File: src/rtl/serial_alu_pkg.sv
// Shared types for the bit-serial ALU sequencer: op codes, FSM states and
// the per-bit carry/borrow chain update.
package serial_alu_pkg;

    localparam logic [1:0] OP_ADD = 2'b00;
    localparam logic [1:0] OP_SUB = 2'b01;
    localparam logic [1:0] OP_OR  = 2'b10;
    localparam logic [1:0] OP_AND = 2'b11;

    typedef enum logic [1:0] {
        IDLE = 2'b00,
        RUN  = 2'b01,
        DONE = 2'b10
    } state_e;

    typedef struct packed {
        logic r;
        logic c_next;
    } chain_t;

    // The 1-bit ALU has no carry-in, so the incoming chain bit is folded in here.
    function automatic chain_t chain_step(input logic [1:0] op, input logic alu_out,
                                          input logic alu_d, input logic c);
        chain_t s;
        s.r      = alu_out ^ c;
        s.c_next = 1'b0;
        case (op)
            OP_ADD:  s.c_next = alu_d | (alu_out & c);
            OP_SUB:  s.c_next = alu_d | (~alu_out & c);
            default: s.r      = alu_out;
        endcase
        return s;
    endfunction

endpackage

File: src/rtl/serial_alu_seq_if.sv
// Request/response handshake bundle for serial_alu_seq.
// SERIAL_ALU_SEQ_ZERO_FLAG_EN adds the out_zero response signal.
interface serial_alu_seq_if #(
    parameter int unsigned WIDTH = 8
);
    logic             in_valid;
    logic             in_ready;
    logic [1:0]       in_op;
    logic [WIDTH-1:0] in_a;
    logic [WIDTH-1:0] in_b;
    logic             out_valid;
    logic             out_ready;
    logic [WIDTH-1:0] out_result;
    logic             out_flag;
`ifdef SERIAL_ALU_SEQ_ZERO_FLAG_EN
    logic             out_zero;
`endif

    modport slave (
        input  in_valid, in_op, in_a, in_b, out_ready,
`ifdef SERIAL_ALU_SEQ_ZERO_FLAG_EN
        output out_zero,
`endif
        output in_ready, out_valid, out_result, out_flag
    );

    modport master (
        output in_valid, in_op, in_a, in_b, out_ready,
`ifdef SERIAL_ALU_SEQ_ZERO_FLAG_EN
        input  out_zero,
`endif
        input  in_ready, out_valid, out_result, out_flag
    );

endinterface

File: src/rtl/serial_alu_shreg.sv
// Parallel-load, right-shift operand register; exposes the bit currently at the LSB.
module serial_alu_shreg #(
    parameter int unsigned WIDTH = 8
) (
    input  logic             clk,
    input  logic             rst,
    input  logic             i_load,
    input  logic             i_shift,
    input  logic [WIDTH-1:0] i_d,
    output logic             o_lsb
);

    logic [WIDTH-1:0] r_q;

    always_ff @(posedge clk) begin
        if (rst) begin
            r_q <= '0;
        end else if (i_load) begin
            r_q <= i_d;
        end else if (i_shift) begin
            r_q <= {1'b0, r_q[WIDTH-1:1]};
        end
    end

    assign o_lsb = r_q[0];

endmodule

File: src/rtl/serial_alu_seq.sv
// Bit-serial sequencer driving an external 1-bit ALU, LSB first, with carry chaining.
// SERIAL_ALU_SEQ_ZERO_FLAG_EN adds out_zero (result == 0) on the response side.
module serial_alu_seq
    import serial_alu_pkg::*;
#(
    parameter int unsigned WIDTH = 8
) (
    input  logic             clk,
    input  logic             rst,
    serial_alu_seq_if.slave  bus,
    output logic [1:0]       alu_op,
    output logic             alu_a,
    output logic             alu_b,
    input  logic             alu_out,
    input  logic             alu_d
);

    localparam int unsigned CW = (WIDTH > 1) ? $clog2(WIDTH) : 1;

    state_e           r_state;
    state_e           w_next;
    logic [1:0]       r_op;
    logic             r_c;
    logic [CW-1:0]    r_cnt;
    logic [WIDTH-1:0] r_result;
    logic             w_accept;
    logic             w_run;
    logic             w_last;
    logic             w_a_bit;
    logic             w_b_bit;
    chain_t           w_step;

    assign bus.in_ready = (r_state == IDLE) & ~rst;
    assign w_accept     = bus.in_valid & bus.in_ready;
    assign w_run        = (r_state == RUN);
    assign w_last       = (r_cnt == CW'(WIDTH - 1));
    assign w_step       = chain_step(r_op, alu_out, alu_d, r_c);

    always_ff @(posedge clk) begin
        if (rst) begin
            r_state <= IDLE;
        end else begin
            r_state <= w_next;
        end
    end

    always_comb begin
        w_next = r_state;
        case (r_state)
            IDLE:    if (w_accept) w_next = RUN;
            RUN:     if (w_last) w_next = DONE;
            DONE:    if (bus.out_ready) w_next = IDLE;
            default: w_next = IDLE;
        endcase
    end

    serial_alu_shreg #(.WIDTH(WIDTH)) u_shreg_a (
        .clk     (clk),
        .rst     (rst),
        .i_load  (w_accept),
        .i_shift (w_run),
        .i_d     (bus.in_a),
        .o_lsb   (w_a_bit)
    );

    serial_alu_shreg #(.WIDTH(WIDTH)) u_shreg_b (
        .clk     (clk),
        .rst     (rst),
        .i_load  (w_accept),
        .i_shift (w_run),
        .i_d     (bus.in_b),
        .o_lsb   (w_b_bit)
    );

    // Result enters at the MSB so bit i settles at position i after WIDTH shifts.
    always_ff @(posedge clk) begin
        if (rst) begin
            r_op     <= OP_ADD;
            r_c      <= 1'b0;
            r_cnt    <= '0;
            r_result <= '0;
        end else if (w_accept) begin
            r_op     <= bus.in_op;
            r_c      <= 1'b0;
            r_cnt    <= '0;
            r_result <= '0;
        end else if (w_run) begin
            r_result <= {w_step.r, r_result[WIDTH-1:1]};
            r_c      <= w_step.c_next;
            r_cnt    <= r_cnt + CW'(1);
        end
    end

`ifdef SERIAL_ALU_SEQ_ZERO_FLAG_EN
    logic r_nz;

    always_ff @(posedge clk) begin
        if (rst || w_accept) begin
            r_nz <= 1'b0;
        end else if (w_run) begin
            r_nz <= r_nz | w_step.r;
        end
    end

    assign bus.out_zero = (r_state == DONE) & ~r_nz;
`endif

    assign alu_op         = r_op;
    assign alu_a          = w_run & w_a_bit;
    assign alu_b          = w_run & w_b_bit;
    assign bus.out_valid  = (r_state == DONE);
    assign bus.out_result = r_result;
    assign bus.out_flag   = (r_state == DONE) & r_c;

endmodule
File: src/flat_wrapper.sv
// flat-port wrapper written by rule: the top's interface ports become plain ports
module serial_alu_seq_flat import serial_alu_pkg::*;
#(
    parameter int unsigned WIDTH = 8
)
  (clk, rst, alu_op, alu_a, alu_b, alu_out, alu_d, bus_in_valid, bus_in_op, bus_in_a, bus_in_b, bus_out_ready, bus_in_ready, bus_out_valid, bus_out_result, bus_out_flag);
  serial_alu_seq_if #(.WIDTH(WIDTH)) bus_i ();
  input  logic clk;
  input  logic rst;
  output logic [1:0] alu_op;
  output logic alu_a;
  output logic alu_b;
  input  logic alu_out;
  input  logic alu_d;
  input wire logic [$bits(bus_i.in_valid)-1:0] bus_in_valid;
  input wire logic [$bits(bus_i.in_op)-1:0] bus_in_op;
  input wire logic [$bits(bus_i.in_a)-1:0] bus_in_a;
  input wire logic [$bits(bus_i.in_b)-1:0] bus_in_b;
  input wire logic [$bits(bus_i.out_ready)-1:0] bus_out_ready;
  output wire logic [$bits(bus_i.in_ready)-1:0] bus_in_ready;
  output wire logic [$bits(bus_i.out_valid)-1:0] bus_out_valid;
  output wire logic [$bits(bus_i.out_result)-1:0] bus_out_result;
  output wire logic [$bits(bus_i.out_flag)-1:0] bus_out_flag;
  assign bus_i.in_valid = bus_in_valid;
  assign bus_i.in_op = bus_in_op;
  assign bus_i.in_a = bus_in_a;
  assign bus_i.in_b = bus_in_b;
  assign bus_i.out_ready = bus_out_ready;
  assign bus_in_ready = bus_i.in_ready;
  assign bus_out_valid = bus_i.out_valid;
  assign bus_out_result = bus_i.out_result;
  assign bus_out_flag = bus_i.out_flag;
  serial_alu_seq #(.WIDTH(WIDTH)) u_core (.clk(clk), .rst(rst), .bus(bus_i), .alu_op(alu_op), .alu_a(alu_a), .alu_b(alu_b), .alu_out(alu_out), .alu_d(alu_d));
endmodule
File: config.mk
export PLATFORM = sky130hd
export DESIGN_NAME = serial_alu_seq_flat
export DESIGN_NICKNAME = d
export VERILOG_FILES = /design/src/rtl/serial_alu_pkg.sv /design/src/rtl/serial_alu_seq_if.sv /design/src/rtl/serial_alu_shreg.sv /design/src/rtl/serial_alu_seq.sv /design/src/flat_wrapper.sv
export SDC_FILE = /design/constraint.sdc
export NUM_CORES = 1
export LEC_CHECK = 0
export ABC_AREA = 1
export ABC_CLOCK_PERIOD_IN_PS = 2950
export CORE_ASPECT_RATIO = 0.9
export CORE_MARGIN = 2
export CORE_UTILIZATION = 52
export DETAILED_ROUTE_END_ITERATION = 12
export PLACE_DENSITY = 0.83
export SYNTH_ARGS = -nofsm -noshare
export SYNTH_HDL_FRONTEND = slang
export SYNTH_SLANG_ARGS = --single-unit
File: constraint.sdc
create_clock -name clk -period 2.95 [get_ports clk]
set_clock_uncertainty 0.15 [all_clocks]
set_input_delay 0.59 -clock clk [delete_from_list [all_inputs] [get_ports clk]]
set_output_delay 0.59 -clock clk [all_outputs]
set_load 0.01 [all_outputs]
==> results.json <==
{
  "crit_fanout": 3,
  "ys.warnings.count": 0,
  "rrSetupSlack_ns": 0.95,
  "rows": 19,
  "syn-cell-area_um2": 1603,
  "cts_resized": 0,
  "via_per_inst": 4.868,
  "rsz0062_at_grt": "false",
  "yosysTopAreaCell": "dfxtp_1",
  "drive_gt1_frac": 0.07636,
  "grt_pass1_wl_um": 5740,
  "synth_cell_type_count": 23,
  "max_freq_mhz": 375.6,
  "fin_crit_ns": 2.662,
  "grtUsageTotal": 0.2022,
  "ys.flop_type": "dfxtp_1",
  "critPathKind": "input port to primary output",
  "antenna_left": 0,
  "post-route-drc-count": 0,
  "numClockSinks": 32,
  "synth_top_area_share": 0.3997,
  "nNetsFinal": 300,
  "gp_congestion": 0.7817,
  "irDropWorstVdd_mv": 0.3180,
  "reg2reg_from": "u_core.r_state[1]$_SDFFE_PP0P_",
  "hold_violations": 0,
  "io_buffer_count": 38,
  "switchingPower_mw": 0.2309,
  "setup-tns-final_ns": 0,
  "finalCritPeriodShare": 0.9024,
  "cts_tree": "yes",
  "tightest_slew_ns": 0.6254,
  "antenna_found_initial": 0,
  "setup_viol": 0,
  "area_delta_synth_final_pct": 28.26,
  "required_ns": 2.21,
  "synth_cells": 238,
  "die_w_um": 62.52,
  "dpl_cell_area_um2": 1997,
  "cts_setup_buffers": 0,
  "avgSynthCellArea_um2": 6.734,
  "intPower_mw": 0.6393,
  "die_h_um": 56.67,
  "yosysMostFrequentCell": "nand2_1",
  "antennaDiodeCount": 0,
  "grt_max_degree": 36,
  "cap_violations": 0,
  "clkSlewWorstSetupHoldPaths_ns": 0.10,
  "p_leak_nw": 0.9478,
  "relSlewSlack": 0.5826,
  "clock_path_buffers": 2,
  "min_path_type": "register to register",
  "gr-total-overflow": 0,
  "syn_nets": 264,
  "fin_area_um2": 2056,
  "synthArstFlopShare": 0,
  "start_util": 0.5351,
  "wire_per_inst_um": 10.59,
  "regToRegEndpoint": "u_core.u_shreg_a.r_q[4]$_SDFFE_PP0P_",
  "seqPwrFrac": 0.534,
  "yosysSeqAreaShare": 0.3997,
  "drt_wl_total_um": 3356,
  "cts_made_buffers": 5,
  "cts_root_buf": "clkbuf_4",
  "postCtsHoldBufs": 0,
  "vias": 1543,
  "start_kind": "input port",
  "r2r_cells": 4,
  "power.density_nw_per_um2": 423.3,
  "switching_share": 0.2654,
  "final-max-slew-violation-count": 0,
  "first_pass_iters": 4,
  "pin_count": 39,
  "pwr-share-comb": 0.173,
  "hold_depth": 2,
  "die_area_um2": 3543,
  "drt_iter0_markers": 102,
  "min_to": "u_core.u_shreg_a.r_q[7]$_SDFFE_PP0P_",
  "crit_path_end_kind": "primary output",
  "outcome": "finished, final reports clean",
  "power_frac_clock": 0.294,
  "synthTopCellsByCount": "73 x nand2_1, 35 x inv_1, 32 x dfxtp_1",
  "core_region_area_um2": 2995,
  "ys_top_cells_by_area": "dfxtp_1 40%, nand2_1 17%, inv_1 8.2%, nand3_1 6.2%, a21oi_1 5.9%",
  "hold_path.startpoint": "u_core.u_shreg_a.r_q[7]$_SDFFE_PP0P_",
  "htree_levels": 2,
  "grt_pass1_vias": 1334,
  "synth_edf_count": 0,
  "clk_latency_ns": 0.32,
  "ys_seq_elements": 32,
  "dp_hpwl_um": 2192,
  "arrival_ns": 1.92
}
[cell usage in the layout, fill, tap and decap left out, types with 2 or more instances in the layout]
master	instances
a21oi_1	19
a21oi_2	4
buf_4	6
clkbuf_1	2
clkbuf_4	5
clkdlybuf4s50_1	38
dfxtp_1	32
ha_1	2
inv_1	35
inv_2	2
nand2_1	73
nand3_1	20
nand4_1	14
nor2_1	5
o21ai_0	3
o21ai_1	7
[cells by family after synthesis]
group	after synthesis	synth area share
buf+inv	52	0.1390
xor+xnor	1	0.005465
simple gates	118	0.3279
fa+ha+maj	2	0.01561
flops	32	0.3997
compound gates	33	0.1124
[per-stage QoR]
step                hold WS (ns)  total power [mW]  std cells  worst slack, ns    util
finish                    0.3400            0.8703        317           0.2879  0.6863
CTS                       0.3397            0.8743        317           0.2719  0.6863
global placement          0.3213            0.6214        309           0.2765  0.6667
detailed placement        0.3266            0.6235        309           0.2754  0.6667
floorplan                 0.2943            0.5674        238            1.113       -
global route              0.3641            0.9169        317           0.2473  0.6863
[how the worst max path moves through the flow]
| stage | from | slack [ns] | end |
|---|---|---|---|
| after floorplan | rst | 1.11 | bus_in_ready |
| after global placement | rst | 0.28 | bus_in_ready |
| after detailed placement | rst | 0.28 | bus_in_ready |
| after CTS | rst | 0.27 | bus_in_ready |
| after global routing | rst | 0.25 | bus_in_ready |
| final | rst | 0.29 | bus_in_ready |
[state kept, by name (all words and copies together), names as in the netlist]
register,count
u_core.r_cnt,3
u_core.u_shreg_b.r_q,8
u_core.alu_op,2
u_core.r_state,2
u_core.r_c,1
u_core.u_shreg_a.r_q,8
u_core.bus.out_result,8
[final cells by class]
| class | count | area, um^2 |
|---|---|---|
| clock buffers | 8 | 58.81 |
| multi-input cells | 154 | 739.5 |
| inverters | 37 | 138.9 |
| fillers | 259 | 939.7 |
| flip-flops and latches | 32 | 640.6 |
| repair buffers | 44 | 425.4 |
| well taps | 42 | 52.55 |
[metal layers]
| layer | vias up | part of all wire | track usage |
|---|---|---|---|
| met2 | 41 | 0.46 | 0.3180 |
| met1 | 673 | 0.48 | 0.2679 |
| li1 | 827 | - | - |
| met5 | - | 0 | 0 |
| met4 | 0 | 0.0057 | 0.04762 |
| met3 | 2 | 0.054 | 0.07014 |
[power groups by stage]
stage / Combinational (mW) / Clock [mW] / Sequential [mW]
detailed placement: 0.149 / 0 / 0.474
floorplan: 0.0940 / 0 / 0.473
CTS: 0.150 / 0.260 / 0.464
global route: 0.167 / 0.282 / 0.467
global placement: 0.148 / 0 / 0.474
finish: 0.150 / 0.255 / 0.465
[worst max-delay path, stage by stage]
cell             delay (ns)
clkdlybuf4s50_1        0.44
nor3_1                 0.29
clkdlybuf4s50_1        0.60
Power figures use the tool's default switching activity.
==> variant 1, RTL diff (same settings) <==
`WIDTH` is set to 8 in 4 places; all go to 4.
--- a/src/rtl/serial_alu_seq_if.sv
+++ b/src/rtl/serial_alu_seq_if.sv
@@ -3,3 +3,3 @@
 interface serial_alu_seq_if #(
-    parameter int unsigned WIDTH = 8
+    parameter int unsigned WIDTH = 4
 );
--- a/src/rtl/serial_alu_shreg.sv
+++ b/src/rtl/serial_alu_shreg.sv
@@ -2,3 +2,3 @@
 module serial_alu_shreg #(
-    parameter int unsigned WIDTH = 8
+    parameter int unsigned WIDTH = 4
 ) (
--- a/src/rtl/serial_alu_seq.sv
+++ b/src/rtl/serial_alu_seq.sv
@@ -5,3 +5,3 @@
 #(
-    parameter int unsigned WIDTH = 8
+    parameter int unsigned WIDTH = 4
 ) (
--- a/src/flat_wrapper.sv
+++ b/src/flat_wrapper.sv
@@ -3,3 +3,3 @@
 #(
-    parameter int unsigned WIDTH = 8
+    parameter int unsigned WIDTH = 4
 )
Ports: changed (resized bus_in_a, bus_in_b and bus_out_result); port bits go from 39 to 27. No check against the original RTL was run, so the function may have changed too.
==> variant 1 against the original RTL <==
- first-iteration DRC count down 93%
- wire length down 39%
- via count down 40%
- sequential power down 40%
- maximum frequency up 2.5%
- design area down 36%
- synthesized area down 36%
- setup slack better by 0.066 ns
- total power down 41%
- sequential cell count down 13
- critical endpoint unchanged
- largest power group unchanged
==> variant 1: results (changes against the original RTL) <==
[global_routing]
grt_pass1_vias = 760  ; -43%
grt_pass1_wl_um = 3250  ; -43%
use_met3_pct = 4.22  ; -2.8 points
grt_max_degree = 20  ; -44%
grtUsageTotal_pct = 18.8  ; -1.4 points
use_met2_pct = 33.9  ; +2.2 points
use_met1_pct = 21.9  ; -4.9 points

[finish]
diodes = 0  ; unchanged
fin_area_um2 = 1320  ; -36%
drive_above_1_share_pct = 18.5  ; +11 points

[logic_synthesis]
synth_seq_area_share_pct = 37.0  ; -3.0 points
synth_area_leaders = dfxtp_1 (37%), nand2_1 (14%), a21oi_2 (9.4%), inv_1 (6.9%), nand3_2 (6.8%)
synth.distinct_cells = 24  ; +4.3%
ys_top_cells_by_count = nand2_1 (37), dfxtp_1 (19), inv_1 (19)
syn_inst = 135  ; -43%
syn-num-nets = 152  ; -42%

[clock_tree]
clkLatencyLatePin_ns = 0.30  ; -0.02 ns
cts_buffer_depth = 2  ; unchanged
cts-htree-levels = 1  ; -1
cts_made_buffers = 3  ; -2
cts_hold_buf = 0  ; unchanged

[detailed_routing]
first_iter_violations = 7  ; -93%
wl_per_cell_um = 11.0  ; +4.0%
wl_met2_um = 1010  ; -35%
wl_met1_um = 934  ; -42%
vias = 927  ; -40%
routed_wl_um = 2060  ; -39%
wl_met3_um = 76  ; -58%

[power]
p_leak_nw = 0.549  ; -42%
peakVddDrop_mv = 0.304  ; -4.5%

[placed_design]
dp.cells = 183  ; -41%
dp_worst_setup_slack_ns = 0.329  ; +0.0532 ns
dp_hpwl_um = 1470  ; -33%
portBuffers = 26  ; -32%
gp_congestion = 0.754  ; -3.6%

[run_status]
status = complete, no violations

[setup_path]
arrival_ns = 1.86  ; -0.06 ns
r2r_slack_ns = 1.46  ; +0.51 ns
regToRegStartpoint = u_core.r_state[1]$_SDFFE_PP0P_
reg2reg_depth = 5  ; +1
critical_path_class = in -> out
r2r_end = u_core.u_shreg_b.r_q[1]$_SDFFE_PP0P_

[sta]
worstMarginPinSlew_ns = 0.427  ; -0.198 ns
period_share_pct = 88.0  ; -2.2 points

[worst_hold_path]
holdCritStartpoint = u_core.r_c$_SDFFE_PP0N_

-- variant 1: cell count changes after synthesis, moves of 7 or more --
cell     change
nand4_1      -8
a21oi_2      +7
dfxtp_1     -13
inv_1       -16
a21oi_1     -15
buf_2        -9
nand3_1     -15
nand2_1     -36
-- variant 1: where the power goes --
group | switching (W) | leakage, nW | internal, W | total (W)
Sequential | 0.00000903 | 0.155 | 0.000269 | 0.000278
Clock | 0.0000807 | 0.0150 | 0.0000528 | 0.000133
Combinational | 0.0000566 | 0.379 | 0.0000491 | 0.000106
-- variant 1: cell families after synthesis --
group | after synthesis | synth area share (%)
AOI/OAI and AO/OA | 21 | 14.2
xor gates and xnor gates | 1 | 0.852
DFF | 19 | 37.0
and+or+nand+nor | 66 | 33.9
buffers and inverters | 27 | 12.8
adders and majority gates | 1 | 1.22
-- variant 1: area by class of cell --
| type | instances | area (µm²) |
|---|---|---|
| multi-input combinational | 89 | 517 |
| timing repair buffer | 28 | 275 |
| clock buffer | 4 | 26.3 |
| tap | 25 | 31.3 |
| sequential | 19 | 380 |
| fill | 164 | 581 |
| inverter | 22 | 85.1 |
-- variant 1: worst min-delay path by stage --
stage                                      endpoint  cells after the start  slack [ns]
2_1_floorplan               u_core.r_c$_SDFFE_PP0N_                      2        0.29
4_1_cts                     u_core.r_c$_SDFFE_PP0N_                      2        0.33
5_1_grt        u_core.u_shreg_a.r_q[2]$_SDFFE_PP0P_                      2        0.36
3_5_place_dp                u_core.r_c$_SDFFE_PP0N_                      2        0.31
3_3_place_gp                u_core.r_c$_SDFFE_PP0N_                      2        0.31
6_report                    u_core.r_c$_SDFFE_PP0N_                      2        0.33
-- variant 1: critical path, delay by kind of cell --
kind / cells / cell delay, ns
buf+inv: 2 / 1.02
simple gates: 1 / 0.25
==> variant 2, RTL diff (same flow settings) <==
Without the edit above. Encoding of `state_e`: now one-hot (3 bits for 3 states).
--- a/src/rtl/serial_alu_pkg.sv
+++ b/src/rtl/serial_alu_pkg.sv
@@ -9,6 +9,6 @@
 
-    typedef enum logic [1:0] {
-        IDLE = 2'b00,
-        RUN  = 2'b01,
-        DONE = 2'b10
+    typedef enum logic [2:0] {
+        IDLE = 3'b001,
+        RUN  = 3'b010,
+        DONE = 3'b100
     } state_e;
Formal check against the unedited RTL: same outputs for any inputs over 10 cycles, from zero or initial values and one cycle with rst high; not proved beyond that.
==> variant 2 against the original RTL <==
- design area is 1.8% higher
- register-to-register slack gained 0.22 ns
- wire length is 2.4% higher
- setup slack better by 0.15 ns
- synthesized area up 1.6%
- sequential power grew 4%
- highest routed layer unchanged
- total power up 14%
- sequential cell count increased by 1
==> variant 2: results (changes against the original RTL) <==
[detailed_routing]
wl_per_cell_um = 11.1  ; +4.4%
first_iter_violations = 86  ; -16%

[finish]
drive_above_1_share_pct = 11.2  ; +3.5 points
final_nets = 294  ; -2.0%
layoutNonFillerInstCount = 311  ; -1.9%
fillers = 272  ; +5.0%

[sta]
worstMarginPinSlew_ns = 0.452  ; -0.173 ns

[global_routing]
grt_pass1_wl_um = 5880  ; +2.4%
grtUsageTotal_pct = 20.8  ; +0.63 points
grt_pass1_vias = 1390  ; +4.2%
use_met2_pct = 32.5  ; +0.73 points
grt_max_degree = 28  ; -22%
use_met1_pct = 26.5  ; -0.27 points

[run_status]
status = complete, no violations

[power]
p_switching_w = 0.000250  ; +8.1%
p_leak_nw = 0.865  ; -8.7%
peakVddDrop_mv = 0.278  ; -12%

[worst_hold_path]
hold-path-endpoint = u_core.bus.out_result[0]$_SDFFE_PP0P_
holdCritStartpoint = u_core.bus.out_result[0]$_SDFFE_PP0P_

[setup_path]
regToRegStartpoint = u_core.r_state[2]$_SDFFE_PP0P_
reg2reg_depth = 8  ; +4
r2r_slack_ns = 1.17  ; +0.22 ns
arrival_ns = 1.77  ; -0.15 ns

[placed_design]
dp_worst_setup_slack_ns = 0.424  ; +0.148 ns
placed_area_um2 = 2010  ; +0.50%
gp_congestion = 0.783  ; +0.20%

[logic_synthesis]
syn_area_per_cell_um2 = 7.05  ; +4.6%
synth_area_leaders = dfxtp_1 (41%), nand2_1 (16%), nand3_1 (11%), inv_1 (5.3%), a21oi_1 (5.2%)
syn-num-nets = 257  ; -2.7%

variant 2: cell types whose count changed in the layout (fill, tap and decap cells not counted), moves of 2 or more:
cell / delta
a21oi_1: -2
a21oi_2: +5
inv_1: -12
nand2_1: -3
nand2_2: +2
nand3_1: +17
nand4_1: -14
nor2_1: +6
o21ai_1: -7
variant 2: metal layers:
layer | part of all wire, % | wire length, µm | vias up
li1 | - | - | 807
met1 | 47 | 1620 | 698
met2 | 45 | 1550 | 47
met3 | 6.4 | 220 | 7
met4 | 1.5 | 52 | 0
met5 | 0 | 0 | -
variant 2: worst max path at each step:
stage                                        start      endpoint  slack, ns
global placement                               rst  bus_in_ready       0.43
CTS                                            rst  bus_in_ready       0.42
global route        u_core.r_state[2]$_SDFFE_PP0P_         alu_b       0.33
floorplan                                      rst  bus_in_ready       1.14
detailed placement                             rst  bus_in_ready       0.42
finish                                         rst  bus_in_ready       0.44
variant 2: metrics by stage:
| stage | hold slack (ns) | util [%] |
|---|---|---|
| final | 0.320 | 69.3 |
| after global routing | 0.357 | 69.3 |
| after CTS | 0.322 | 69.3 |
| after detailed placement | 0.306 | 66.5 |
| after global placement | 0.303 | 66.5 |
| after floorplan | 0.293 | - |
variant 2: critical path, stage by stage:
cell and delay [ns]:
clkdlybuf4s50_1 0.42, nor2_1 0.19, clkdlybuf4s50_1 0.57
variant 2: cells by family (layout without fill, tap and decap cells):
logic type                 after synthesis  count (layout)  synth area share [%]
and+or+nand+nor                        125             125                  33.9
AOI/OAI and AO/OA                       30              30                  11.5
adders and majority gates                2               2                  1.54
buffers and inverters                   40              78                  12.0
xor gates and xnor gates                 1               1                 0.538
DFF                                     33              33                  40.6
variant 2: cell type report:
| cell class | count | area (µm²) | share of cell area, % |
|---|---|---|---|
| clock buffer | 7 | 55.1 | 2.63 |
| clock inverter | 1 | 30.0 | 1.44 |
| inverter | 27 | 104 | 4.96 |
| multi-input combinational | 158 | 772 | 36.9 |
| sequential | 33 | 661 | 31.6 |
| tap | 42 | 52.6 | 2.51 |
| timing repair buffer | 43 | 418 | 20.0 |
variant 2: power groups by stage:
stage	clock, W	combinational (W)	sequential (W)
after floorplan	0	0.0000982	0.000491
after global routing	0.000383	0.000170	0.000485
after global placement	0	0.000148	0.000492
after CTS	0.000360	0.000153	0.000482
after detailed placement	0	0.000152	0.000492
final	0.000356	0.000153	0.000483
